`src/rtl/mx_bus_pkg.sv`:
```
// Shared definitions for the MX bus arbiters: FSM state encoding, master indices
// and the watchdog counter width.
package mx_bus_pkg;

  typedef enum logic [1:0] {
    ARB_IDLE,
    ARB_GNT,
    ARB_BUSY
  } arb_state_t;

  localparam int MX_M_INS  = 0;
  localparam int MX_M_DATA = 1;

  localparam int WD_WIDTH = 16;

endpackage

```
`src/rtl/mx_rr_pick2.sv`:
```
// Two-requester picker: round-robin against the last owner when rr_en is set,
// otherwise requester 0 has fixed priority. Purely combinational.
module mx_rr_pick2 (
  input  logic [1:0] req,
  input  logic       last,
  input  logic       rr_en,
  output logic [1:0] pick
);

  always_comb begin
    pick = 2'b00;
    case (req)
      2'b01:   pick = 2'b01;
      2'b10:   pick = 2'b10;
      // On a tie, the master that did not own the port last time goes next.
      2'b11:   pick = (rr_en && !last) ? 2'b10 : 2'b01;
      default: pick = 2'b00;
    endcase
  end

endmodule

```
`src/rtl/mx_rd_arbiter.sv`:
```
// Two-master read-channel arbiter for the MX bus: instruction fetch (M0) and data (M1)
// share one slave read port, with per-transaction grants and a hung-slave watchdog.
module mx_rd_arbiter
  import mx_bus_pkg::*;
#(
  parameter int ADDR_WIDTH     = 8,
  parameter int DATA_WIDTH     = 8,
  parameter bit ROUND_ROBIN    = 1'b1,
  parameter int TIMEOUT_CYCLES = 255
) (
  input  logic                  clk,
  input  logic                  rst,
  input  logic                  m0_rd_txn_start,
  input  logic [ADDR_WIDTH-1:0] m0_rd_addr,
  output logic [DATA_WIDTH-1:0] m0_rd_data,
  output logic                  m0_rd_ready,
  output logic                  m0_rd_txn_ack,
  output logic                  m0_rd_txn_cpl,
  input  logic                  m1_rd_txn_start,
  input  logic [ADDR_WIDTH-1:0] m1_rd_addr,
  output logic [DATA_WIDTH-1:0] m1_rd_data,
  output logic                  m1_rd_ready,
  output logic                  m1_rd_txn_ack,
  output logic                  m1_rd_txn_cpl,
  output logic                  s_rd_txn_start,
  output logic [ADDR_WIDTH-1:0] s_rd_addr,
  input  logic [DATA_WIDTH-1:0] s_rd_data,
  input  logic                  s_rd_ready,
  input  logic                  s_rd_txn_ack,
  input  logic                  s_rd_txn_cpl,
  output logic [1:0]            grant,
  output logic                  timeout_err
);

  localparam bit                  WD_EN    = (TIMEOUT_CYCLES != 0);
  localparam logic [WD_WIDTH-1:0] WD_LIMIT = WD_EN ? WD_WIDTH'(TIMEOUT_CYCLES - 1) : '0;

  arb_state_t              state_reg, state_next;
  logic [1:0]              grant_reg, grant_next;
  logic [ADDR_WIDTH-1:0]   addr_reg, addr_next;
  logic                    last_reg, last_next;
  logic [WD_WIDTH-1:0]     wd_cnt_reg, wd_cnt_next;

  logic [1:0]              req;
  logic [1:0]              pick;
  logic                    owner;
  logic                    wd_expired;
  logic                    fwd_ack;
  logic                    fwd_cpl;
  logic                    fwd_data_en;
  logic                    abort;

  assign req        = {m1_rd_txn_start, m0_rd_txn_start};
  assign owner      = grant_reg[MX_M_DATA];
  assign wd_expired = WD_EN && (wd_cnt_reg == WD_LIMIT);

  mx_rr_pick2 u_pick (
    .req   (req),
    .last  (last_reg),
    .rr_en (ROUND_ROBIN),
    .pick  (pick)
  );

  always_ff @(posedge clk) begin
    if (rst) begin
      state_reg  <= ARB_IDLE;
      grant_reg  <= 2'b00;
      addr_reg   <= '0;
      last_reg   <= 1'(MX_M_DATA);
      wd_cnt_reg <= '0;
    end else begin
      state_reg  <= state_next;
      grant_reg  <= grant_next;
      addr_reg   <= addr_next;
      last_reg   <= last_next;
      wd_cnt_reg <= wd_cnt_next;
    end
  end

  always_comb begin
    state_next  = state_reg;
    grant_next  = grant_reg;
    addr_next   = addr_reg;
    last_next   = last_reg;
    wd_cnt_next = wd_cnt_reg;
    fwd_ack     = 1'b0;
    fwd_cpl     = 1'b0;
    fwd_data_en = 1'b0;
    abort       = 1'b0;

    case (state_reg)
      ARB_IDLE: begin
        // Late slave strobes are ignored here; only a new request moves the FSM.
        if (|pick) begin
          grant_next  = pick;
          addr_next   = pick[MX_M_DATA] ? m1_rd_addr : m0_rd_addr;
          wd_cnt_next = '0;
          state_next  = ARB_GNT;
        end
      end

      ARB_GNT: begin
        wd_cnt_next = wd_cnt_reg + 1'b1;
        if (wd_expired && !(s_rd_txn_ack && s_rd_txn_cpl)) begin
          // The owner never saw an ack, so it gets ack and cpl together to unblock it.
          abort   = 1'b1;
          fwd_ack = 1'b1;
          fwd_cpl = 1'b1;
        end else if (s_rd_txn_ack) begin
          fwd_ack     = 1'b1;
          fwd_data_en = 1'b1;
          if (s_rd_txn_cpl) begin
            fwd_cpl    = 1'b1;
            state_next = ARB_IDLE;
            grant_next = 2'b00;
            last_next  = owner;
          end else begin
            state_next = ARB_BUSY;
          end
        end
      end

      ARB_BUSY: begin
        wd_cnt_next = wd_cnt_reg + 1'b1;
        if (s_rd_txn_cpl) begin
          fwd_data_en = 1'b1;
          fwd_cpl     = 1'b1;
          state_next  = ARB_IDLE;
          grant_next  = 2'b00;
          last_next   = owner;
        end else if (wd_expired) begin
          abort   = 1'b1;
          fwd_cpl = 1'b1;
        end else begin
          fwd_data_en = 1'b1;
        end
      end

      default: begin
        state_next = ARB_IDLE;
        grant_next = 2'b00;
      end
    endcase

    if (abort) begin
      state_next = ARB_IDLE;
      grant_next = 2'b00;
      last_next  = owner;
    end
  end

  assign s_rd_txn_start = (state_reg == ARB_GNT);
  assign s_rd_addr      = addr_reg;
  assign grant          = grant_reg;
  assign timeout_err    = abort;

  // Response demux: only the current owner ever sees a non-zero response.
  logic [1:0]            m_ack;
  logic [1:0]            m_cpl;
  logic [1:0]            m_ready;
  logic [DATA_WIDTH-1:0] m_data [2];

  for (genvar gi = 0; gi < 2; gi++) begin : g_resp
    assign m_ack[gi]   = fwd_ack & grant_reg[gi];
    assign m_cpl[gi]   = fwd_cpl & grant_reg[gi];
    assign m_ready[gi] = fwd_data_en & grant_reg[gi] & s_rd_ready;
    assign m_data[gi]  = (fwd_data_en & grant_reg[gi]) ? s_rd_data : '0;
  end

  assign m0_rd_txn_ack = m_ack[MX_M_INS];
  assign m0_rd_txn_cpl = m_cpl[MX_M_INS];
  assign m0_rd_ready   = m_ready[MX_M_INS];
  assign m0_rd_data    = m_data[MX_M_INS];
  assign m1_rd_txn_ack = m_ack[MX_M_DATA];
  assign m1_rd_txn_cpl = m_cpl[MX_M_DATA];
  assign m1_rd_ready   = m_ready[MX_M_DATA];
  assign m1_rd_data    = m_data[MX_M_DATA];

endmodule

```
`config.mk`:
```
export PLATFORM = sky130hd
export DESIGN_NAME = mx_rd_arbiter
export DESIGN_NICKNAME = d
export VERILOG_FILES = /design/src/rtl/mx_bus_pkg.sv /design/src/rtl/mx_rr_pick2.sv /design/src/rtl/mx_rd_arbiter.sv
export SDC_FILE = /design/constraint.sdc
export NUM_CORES = 1
export LEC_CHECK = 0
export CAP_MARGIN = 10
export CORE_ASPECT_RATIO = 0.75
export CORE_UTILIZATION = 35
export CTS_BUF_LIST = sky130_fd_sc_hd__clkbuf_16
export DETAILED_ROUTE_END_ITERATION = 8
export PLACE_DENSITY = 0.69
export RECOVER_POWER = 50
export SETUP_SLACK_MARGIN = 0.2
export SKIP_CTS_REPAIR_TIMING = 1
export SLEW_MARGIN = 5
export SYNTH_ARGS = -nofsm -noshare
export SYNTH_HDL_FRONTEND = slang
export SYNTH_SLANG_ARGS = --single-unit
```
`constraint.sdc`:
```
create_clock -name clk -period 3.1 [get_ports clk]
set_input_delay 0.62 -clock clk [delete_from_list [all_inputs] [get_ports clk]]
set_output_delay 0.62 -clock clk [all_outputs]
set_load 0.05 [all_outputs]
```
==> impl_results.md, run 1 <==
* Status: finished, final reports clean
* Static Leak at 1.08 nW
* # nets final at 337
* Post-synth top area share at 31.4%
* Layout Area Growth over Synthesis at 61.5%
* CP Data Arrival Time at 2.44 ns
* Clk root buf: clkbuf_16
* Pre-CTS worst setup slack at 0.185 ns
* CTS tree: built
* Yosys warnings at 0
* Port buffer count at 64
* Critical path cell sequence: inv_2, ha_4, or4b_4, or4_4, o2111a_2, and2_4, buf_8
* Post-synth ARST share at 0%
* Total grt overflow at 0
* Max stage delay on crit path at 0.54 ns
* Die width at 86.0 um
* Initial drt markers at 192
* Share of cells above drive strength 1 at 22.6%
* Post-Syn Nets at 271
* Clk slew on worst S/H paths at 0.04 ns
* Vias in the first global route at 1,771
* Vias at 1,971
* Worst EP required at 2.48 ns
* Initial antenna violation count at 0
* Syn_area_per_cell at 7.87 sq um
* Fin util at 60.0%
* Post-Syn Area at 1850 sq um
* RSZ-0062 raised after global routing: yes
* Total CTS buffers at 5
* Worst-Margin Slew at 0.528 ns
* Crit path kind: reg -> out
* Power density over the cells at 526 nW/um^2
* Gpl congestion at 0.786
* First-pass GRT wire length at 8290 um
* Rel. slew slack at 64.7%
* I/O pins at 65
* Worst Setup EP: m0_rd_data[7]
* Fin crit share at 98.9%
* Origin of the critical flop-to-flop path: state_reg[0]$_SDFFE_PP0P_
* Crit Path Max Fanout at 5
* Reg2reg setup slack at 0.53 ns
* Largest cells by area after synthesis: dfxtp_1, and2_1, mux2i_1
* DRC at 0
* Clk_skew at 0.00532 ns
* Final Critical Period at 3.06 ns
* CP startpoint: wd_cnt_reg[0]$_SDFFE_PP0P_
* Worst skew pair latency at 0.28 ns
* Reg2Reg Depth at 7
* Largest net degree at the start of global routing at 21
* Post-DR vias/cell at 5.28
* Total power at 0.00157 W
* Pins over their slew limit at 0
* Total GRT Usage at 19.2%
* H-tree depth at 2
* Max cap viols at 0
* Top cells by count, synth: dfxtp_1, nor2_1, and2_1
* Die outline area at 5580 sq um
* #FFs+latches synth at 29
* Max clock buf depth at 2
* Routed WL at 5480 um
* Peak VDD IR at 308 uV
* Final Hold Fails at 0
* Critical Path Start Type: flip-flop
* Post-synthesis instance total at 235
* Count leader, synth: dfxtp_1
* Antenna Violating Nets Remaining at 0
* Setup violators final at 0
* Initial Util at 37.1%
* DR pass1 iterations at 4
* Post-synth top area cell: dfxtp_1
* # clock sinks at 29
* Die H at 65.0 um
* Ant diodes at 0
* Distinct cells, synth at 47
* Hold Crit Start: s_rd_addr[4]$_SDFFE_PP0P_
* Hold Crit Class: reg -> reg
* Critical Path End Type: output port
* Max FFs per register at 16
* Wire length per cell at 14.7 um
* Post-synth EDFFs at 0
* RR Endpoint: wd_cnt_reg[15]$_SDFFE_PP0P_
* Max Clk Rate at 326 MHz
* FP Rows at 22
* Core Region at 4980 sq um
* Sequential fraction of the synthesis area at 31.4%
* Critical path's slowest cell: or4_4
* Post-synth top flop: dfxtp_1
* Dpl hpwl at 3730 um
* Final setup margin at 0.0350 ns
[final cells by class]
type / count / area [sq um]
Inverter: 11 / 41.3
Tap cell: 72 / 90.1
Sequential cell: 29 / 586
Fill cell: 444 / 1990
Clock buffer: 5 / 125
Multi-Input combinational cell: 183 / 1320
Clock inverter: 2 / 7.51
Timing Repair Buffer: 71 / 823
[how the worst min path moves through the flow]
stage	slack (ns)	cells after the start	end
3_3_place_gp	0.48	2	state_reg[1]$_SDFFE_PP0P_
3_5_place_dp	0.49	2	wd_cnt_reg[7]$_SDFFE_PP0P_
6_report	0.49	2	s_rd_addr[4]$_SDFFE_PP0P_
5_1_grt	0.51	2	wd_cnt_reg[9]$_SDFFE_PP0P_
4_1_cts	0.50	2	wd_cnt_reg[7]$_SDFFE_PP0P_
2_1_floorplan	0.46	2	wd_cnt_reg[9]$_SDFFE_PP0P_
[power breakdown]
group | leakage (nW) | switching (W) | internal [W] | total (W)
Combinational | 0.777 | 0.000425 | 0.000248 | 0.000673
Clock | 0.0685 | 0.000154 | 0.000285 | 0.000439
Sequential | 0.238 | 0.0000367 | 0.000425 | 0.000462
[stage by stage]
stage	cell area (sq um)	instances	TNS (ns)	hold WS (ns)
floorplan	1890	235	0	0.464
global placement	2600	363	0	0.484
detailed placement	2600	363	0	0.489
CTS	2730	370	-1.94	0.495
global route	2990	373	-0.118	0.515
finish	2990	373	0	0.492
[cells by family (layout without fill, tap and decap cells)]
kind of cell             count (synthesis)  in the layout  synth area share (%)
AND/OR/NAND/NOR                        101            101                  30.0
flip-flops                              29             29                  31.4
adder cells (fa/ha/maj)                  5              5                  3.38
buffers and inverters                   25             89                  5.61
XOR/XNOR                                 5              5                  2.37
AO/OA/AOI/OAI                           58             60                  20.8
multiplexers                            12             12                  6.49
[placed cells by master, fill, tap and decap left out, types with 6 or more instances in the layout]
master           netlist  routed
a211oi_1               8       8
a21oi_1               13      13
and2_4                 0      18
buf_4                  2       6
buf_8                  0      18
clkbuf_16              0       7
clkdlybuf4s50_1        0      30
dfxtp_1               29      27
dlygate4sd3_1          0      11
inv_1                 11      11
mux2i_1               12      12
nand2_1                9       9
nor2_1                28      28
o21ai_0               12      12
or3_1                  9       9
[routing by layer]
metal | vias up | routed length [um] | part of all wire [%] | GRT usage, %
met3 | 12 | 441 | 8.0 | 6.75
met1 | 909 | 2460 | 45 | 25.8
met4 | 0 | 89 | 1.6 | 6.67
li1 | 984 | - | - | -
met2 | 66 | 2490 | 45 | 28.2
met5 | - | 0 | 0 | 0
[worst max-delay path: cells and delay by family (launching register included)]
family	cells	cell delay, ns
AO/OA/AOI/OAI	1	0.33
adder cells (fa/ha/maj)	1	0.11
buffers and inverters	2	0.21
flip-flops	1	0.33
AND/OR/NAND/NOR	3	1.17
Note: power is estimated with default switching activity, not from simulation.
==> run 2: changes to the inputs <==
--- a/config.mk
+++ b/config.mk
@@ -7,6 +7,7 @@
 export LEC_CHECK = 0
 export CAP_MARGIN = 10
 export CORE_ASPECT_RATIO = 0.75
+export CORE_MARGIN = 10
 export CORE_UTILIZATION = 35
 export CTS_BUF_LIST = sky130_fd_sc_hd__clkbuf_16
 export DETAILED_ROUTE_END_ITERATION = 8
@@ -14,7 +15,7 @@
 export RECOVER_POWER = 50
 export SETUP_SLACK_MARGIN = 0.2
 export SKIP_CTS_REPAIR_TIMING = 1
-export SLEW_MARGIN = 5
+export SLEW_MARGIN = 20
 export SYNTH_ARGS = -nofsm -noshare
 export SYNTH_HDL_FRONTEND = slang
 export SYNTH_SLANG_ARGS = --single-unit
==> impl_results.md, run 2 (synthesized netlist as in run 1, its figures left out) <==
* Commonest cells after routing, fill and taps aside: clkdlybuf4s50_1, nor2_1, dfxtp_1, and2_4, buf_8
* Worst EP required at 2.48 ns (about the same)
* Worst-Margin Slew at 0.682 ns (+0.153 ns)
* Top Family by Delay on Critical Path: simple AND/OR/NAND/NOR gates
* Max FFs per register at 16 (unchanged)
* Die outline area at 8630 sq um (+54%)
* DRC at 0 (unchanged)
* Setup TNS at 0 ns (unchanged)
* RSZ-0062 raised after global routing: yes
* Crit path kind: reg -> out
* Pins over their slew limit at 0 (unchanged)
* Vias in the first global route at 1,798 (+1.5%)
* FP Rows at 22 (unchanged)
* H-tree depth at 2 (unchanged)
* Max stage delay on crit path at 0.54 ns (about the same)
* Final Hold Fails at 0 (unchanged)
* Max Clk Rate at 323 MHz (-0.96%)
* Gpl congestion at 0.846 (+7.6%)
* Max clock buf depth at 2 (unchanged)
* Die H at 83.0 um (+28%)
* Pre-CTS worst setup slack at 0.190 ns (+0.00481 ns)
* Clk slew on worst S/H paths at 0.05 ns (about the same)
* Max cap viols at 0 (unchanged)
* # clock sinks at 29 (unchanged)
* Static Leak at 1.08 nW (-0.73%)
* Origin of the critical flop-to-flop path: state_reg[1]$_SDFFE_PP0P_
* Total CTS buffers at 5 (unchanged)
* Hold_ws at 0.496 ns (+0.00362 ns)
* I/O pins at 65 (unchanged)
* Peak VDD IR at 318 uV (+3.5%)
* Initial antenna violation count at 0 (unchanged)
* Clk root buf: clkbuf_16
* Core Region at 5010 sq um (+0.55%)
* Dpl hpwl at 4270 um (+14%)
* Total grt overflow at 0 (unchanged)
* CP startpoint: wd_cnt_reg[0]$_SDFFE_PP0P_
* Critical path's slowest cell: or4_4
* Wl on met1 at 2740 um (+11%)
* Wire length per cell at 16.0 um (+8.8%)
* Antenna Violating Nets Remaining at 0 (unchanged)
* Die width at 104 um (+21%)
* CTS tree: built
* Fin crit share at 99.8% (+0.96 points)
* Fin util at 59.2% (-0.83 points)
* Rel. slew slack at 54.6% (-10 points)
* Critical Path End Type: output port
* Clk_skew at 0.00364 ns (-0.00168 ns)
* Setup violators final at 0 (unchanged)
* Initial drt markers at 148 (-23%)
* Layout Area Growth over Synthesis at 60.2%
* Status: finished, final reports clean
* Commonest non-fill, non-tap cell in the layout: clkdlybuf4s50_1
* # nets final at 338 (+0.30%)
* Post-route cell area at 2960 sq um (-0.84%)
* First-pass GRT wire length at 8890 um (+7.2%)
* Post-DR vias/cell at 5.31 (+0.53%)
* WL met3 at 564 um (+28%)
* Final setup margin at 0.00532 ns (-0.0297 ns)
* Ant diodes at 0 (unchanged)
* Crit Path Max Fanout at 5 (unchanged)
* Largest net degree at the start of global routing at 19 (-9.5%)
* Critical Path Start Type: flip-flop
* Reg2reg setup slack at 0.58 ns (+0.05 ns)
* Initial Util at 36.9% (-0.20 points)
* Final Critical Period at 3.09 ns (+0.0297 ns)
* Critical path cell sequence: inv_2, ha_1, or4b_4, or4_4, o2111a_1, and2_1, buf_6
* Share of cells above drive strength 1 at 21.5% (-1.1 points)
* Vias at 1,992 (+1.1%)
* Power density over the cells at 534 nW/um^2 (+1.4%)
* Top sig layer: met4
* DR pass1 iterations at 4 (unchanged)
* Worst skew pair latency at 0.27 ns (about the same)
* Hold Crit Start: s_rd_addr[0]$_SDFFE_PP0P_
* Hold Crit Class: reg -> reg
* Routed WL at 6000 um (+9.4%)
* Buffers plus inverters on the worst setup path at 2 (unchanged)
* Met2 Routed Length at 2550 um (+2.3%)
* Port buffer count at 64 (unchanged)
* CP Data Arrival Time at 2.47 ns (+0.03 ns)
* Placement Cell Area at 2600 sq um (unchanged)
* Total GRT Usage at 12.1% (-7.1 points)
## run 2: changes by cell type in the layout (fill, tap and decap cells not counted), moves of 3 or more
| cell | previous run | this run |
|---|---|---|
| and2_1 | 2 | 5 |
| and2_4 | 18 | 15 |
| buf_6 | 0 | 3 |
| buf_8 | 18 | 15 |
## run 2: final cells by class
class                      count  area (sq um)
clock inverter                 3          12.5
multi-input combinational    183          1290
tap                           72          90.1
timing repair buffer          72           815
inverter                      11          41.3
fill                         444          2050
sequential                    29           586
clock buffer                   5           125
## run 2: metrics by stage
stage	total power [W]	instances
2_1_floorplan	0.000901	235
3_3_place_gp	0.00109	363
3_5_place_dp	0.00110	363
4_1_cts	0.00156	371
5_1_grt	0.00167	375
6_report	0.00158	375
## run 2: layer usage
| layer | vias to the layer above | GRT usage (%) |
|---|---|---|
| li1 | 992 | - |
| met1 | 909 | 15.3 |
| met2 | 78 | 18.1 |
| met3 | 13 | 5.17 |
| met4 | 0 | 3.75 |
| met5 | - | 0 |
## run 2: worst reg2reg max path: cells and delay by family (launching register included)
kind / cells / cell delay [ns]
buf+inv: 1 / 0.07
flops: 1 / 0.35
fa+ha+maj: 1 / 0.58
simple gates: 2 / 0.88
compound gates: 2 / 0.52
## run 2: final timing paths
kind	endpoint	cells after the start
worst min-delay path	s_rd_addr[0]$_SDFFE_PP0P_	2
worst max register to register	wd_cnt_reg[15]$_SDFFE_PP0P_	6
worst min register to register	s_rd_addr[0]$_SDFFE_PP0P_	2
worst max-delay path	m0_rd_ready	7
## run 2: power breakdown
part	internal, W	switching, W	total, W
clock network	0.000289	0.000160	0.000449
registers	0.000425	0.0000353	0.000461
logic	0.000244	0.000429	0.000673
==> run 3: changes to the inputs <==
--- a/config.mk
+++ b/config.mk
@@ -7,7 +7,7 @@
 export LEC_CHECK = 0
 export CAP_MARGIN = 10
 export CORE_ASPECT_RATIO = 0.75
-export CORE_MARGIN = 10
+export CORE_MARGIN = 4
 export CORE_UTILIZATION = 35
 export CTS_BUF_LIST = sky130_fd_sc_hd__clkbuf_16
 export DETAILED_ROUTE_END_ITERATION = 8
==> impl_results.md, run 3 (synthesized netlist as in run 1, its figures left out) <==
* Routed WL at 5960 um (-0.62%)
* Total CTS buffers at 5 (unchanged)
* Core Region at 5010 sq um (unchanged)
* Vias at 1,978 (-0.70%)
* Worst EP required at 2.48 ns (about the same)
* Post-DR vias/cell at 5.29 (-0.44%)
* Static Leak at 1.08 nW (+0.79%)
* Crit Path Max Fanout at 5 (unchanged)
* Commonest non-fill, non-tap cell in the layout: clkdlybuf4s50_1
* Worst skew pair latency at 0.28 ns (about the same)
* Gpl congestion at 0.801 (-5.4%)
* Pins over their slew limit at 0 (unchanged)
* Clk root buf: clkbuf_16
* Die H at 71.0 um (-14%)
* DR pass1 iterations at 4 (unchanged)
* Initial drt markers at 100 (-32%)
* Layout Area Growth over Synthesis at 60.2% (unchanged)
* Share of cells above drive strength 1 at 22.5% (+1.1 points)
* Max Clk Rate at 327 MHz (+1.2%)
* Max clock buf depth at 2 (unchanged)
* Crit path kind: reg -> out
* Total power at 0.00160 W (+1.4%)
* Rel. slew slack at 57.2% (+2.7 points)
* Hold Crit Class: reg -> reg
* Antenna Violating Nets Remaining at 0 (unchanged)
* Fin util at 59.2% (unchanged)
* Status: finished, final reports clean
* Port buffer count at 64 (unchanged)
* Commonest cells after routing, fill and taps aside: clkdlybuf4s50_1, nor2_1, dfxtp_1, and2_4, buf_8
* Final Hold Fails at 0 (unchanged)
* Ant diodes at 0 (unchanged)
* Post-route cell area at 2960 sq um (unchanged)
* Fin crit share at 98.7% (-1.2 points)
* CP Data Arrival Time at 2.44 ns (-0.03 ns)
* Setup violators final at 0 (unchanged)
* DRC at 0 (unchanged)
* Power density over the cells at 541 nW/um^2 (+1.4%)
* Wire length per cell at 15.9 um (-0.35%)
* First-pass GRT wire length at 8250 um (-7.2%)
* Vias in the first global route at 1,701 (-5.4%)
* I/O pins at 65 (unchanged)
* Max FFs per register at 16 (unchanged)
* Register area at 588 sq um (+0.43%)
* RSZ-0062 raised after global routing: yes
* Placement Cell Area at 2590 sq um (-0.29%)
* # nets final at 337 (-0.30%)
* FP Rows at 22 (unchanged)
* Peak VDD IR at 279 uV (-12%)
* CTS tree: built
* Initial antenna violation count at 0 (unchanged)
* Largest net degree at the start of global routing at 19 (unchanged)
* Critical Path End Type: output port
* Clk slew on worst S/H paths at 0.05 ns (about the same)
* Worst-Margin Slew at 0.626 ns (-0.0561 ns)
* Filler Cell Count at 458 (+3.2%)
* Area of the multi-input gates at 1290 sq um (about the same)
* Critical Path Start Type: flip-flop
* Total GRT Usage at 15.7% (+3.6 points)
* # clock sinks at 29 (unchanged)
* Clk_skew at 0.00312 ns (-0.000524 ns)
* H-tree depth at 2 (unchanged)
* Die outline area at 6530 sq um (-24%)
* Die width at 92.0 um (-12%)
* Dpl hpwl at 3940 um (-7.8%)
* Max cap viols at 0 (unchanged)
* Total grt overflow at 0 (unchanged)
* Initial Util at 36.9% (unchanged)
* Final Critical Period at 3.06 ns (-0.0358 ns)
[run 3: cell types whose count changed in the layout (fill, tap and decap cells not counted), sizes merged]
cell	before	now
dlygate4sd3	10	11
inv	11	12
clkbuf	8	7
clkdlybuf4s50	31	30
clkinv	3	2
[run 3: report_power, final]
part           leakage, nW  switching, W  internal [W]
sequential           0.238     0.0000384      0.000426
clock               0.0748      0.000167      0.000291
combinational        0.772      0.000434      0.000249
total                 1.08      0.000639      0.000966
[run 3: routing by layer]
| metal | share of wire (%) | GRT usage [%] |
|---|---|---|
| met4 | 2.1 | 4.12 |
| met2 | 45 | 22.5 |
| met3 | 6.8 | 6.06 |
| met5 | 0 | 0 |
| met1 | 46 | 22.1 |
[run 3: final timing paths]
| kind | startpoint | end | slack, ns | cells after the start |
|---|---|---|---|---|
| worst min-delay path | s_rd_addr[5]$_SDFFE_PP0P_ | s_rd_addr[5]$_SDFFE_PP0P_ | 0.49 | 2 |
| worst max register to register | state_reg[1]$_SDFFE_PP0P_ | wd_cnt_reg[9]$_SDFFE_PP0P_ | 0.55 | 6 |
| worst max-delay path | wd_cnt_reg[0]$_SDFFE_PP0P_ | m0_rd_data[6] | 0.04 | 7 |
| worst min register to register | s_rd_addr[5]$_SDFFE_PP0P_ | s_rd_addr[5]$_SDFFE_PP0P_ | 0.49 | 2 |
[run 3: stage by stage]
| stage | instances | setup TNS, ns | hold slack [ns] | worst slack (ns) |
|---|---|---|---|---|
| detailed placement | 362 | 0 | 0.492 | 0.165 |
| global placement | 362 | 0 | 0.482 | 0.228 |
| finish | 374 | 0 | 0.493 | 0.0412 |
| CTS | 370 | -2.17 | 0.498 | -0.140 |
| global route | 374 | -0.0109 | 0.516 | -0.00635 |
| floorplan | 235 | 0 | 0.464 | 0.270 |
[run 3: layout make-up]
cell class / count / area share (%)
Multi-Input combinational cell: 183 / 43.6
Timing Repair Buffer: 71 / 27.3
Sequential cell: 29 / 19.8
Clock buffer: 5 / 4.22
Tap cell: 72 / 3.04
Inverter: 11 / 1.48
Clock inverter: 3 / 0.464
[run 3: worst max-delay path: stages, from the launching register on]
cell      delay, ns
dfxtp_4        0.35
inv_4          0.06
ha_4           0.11
or4b_4         0.46
or4_4          0.54
o2111a_2       0.33
and2_4         0.16
buf_8          0.14
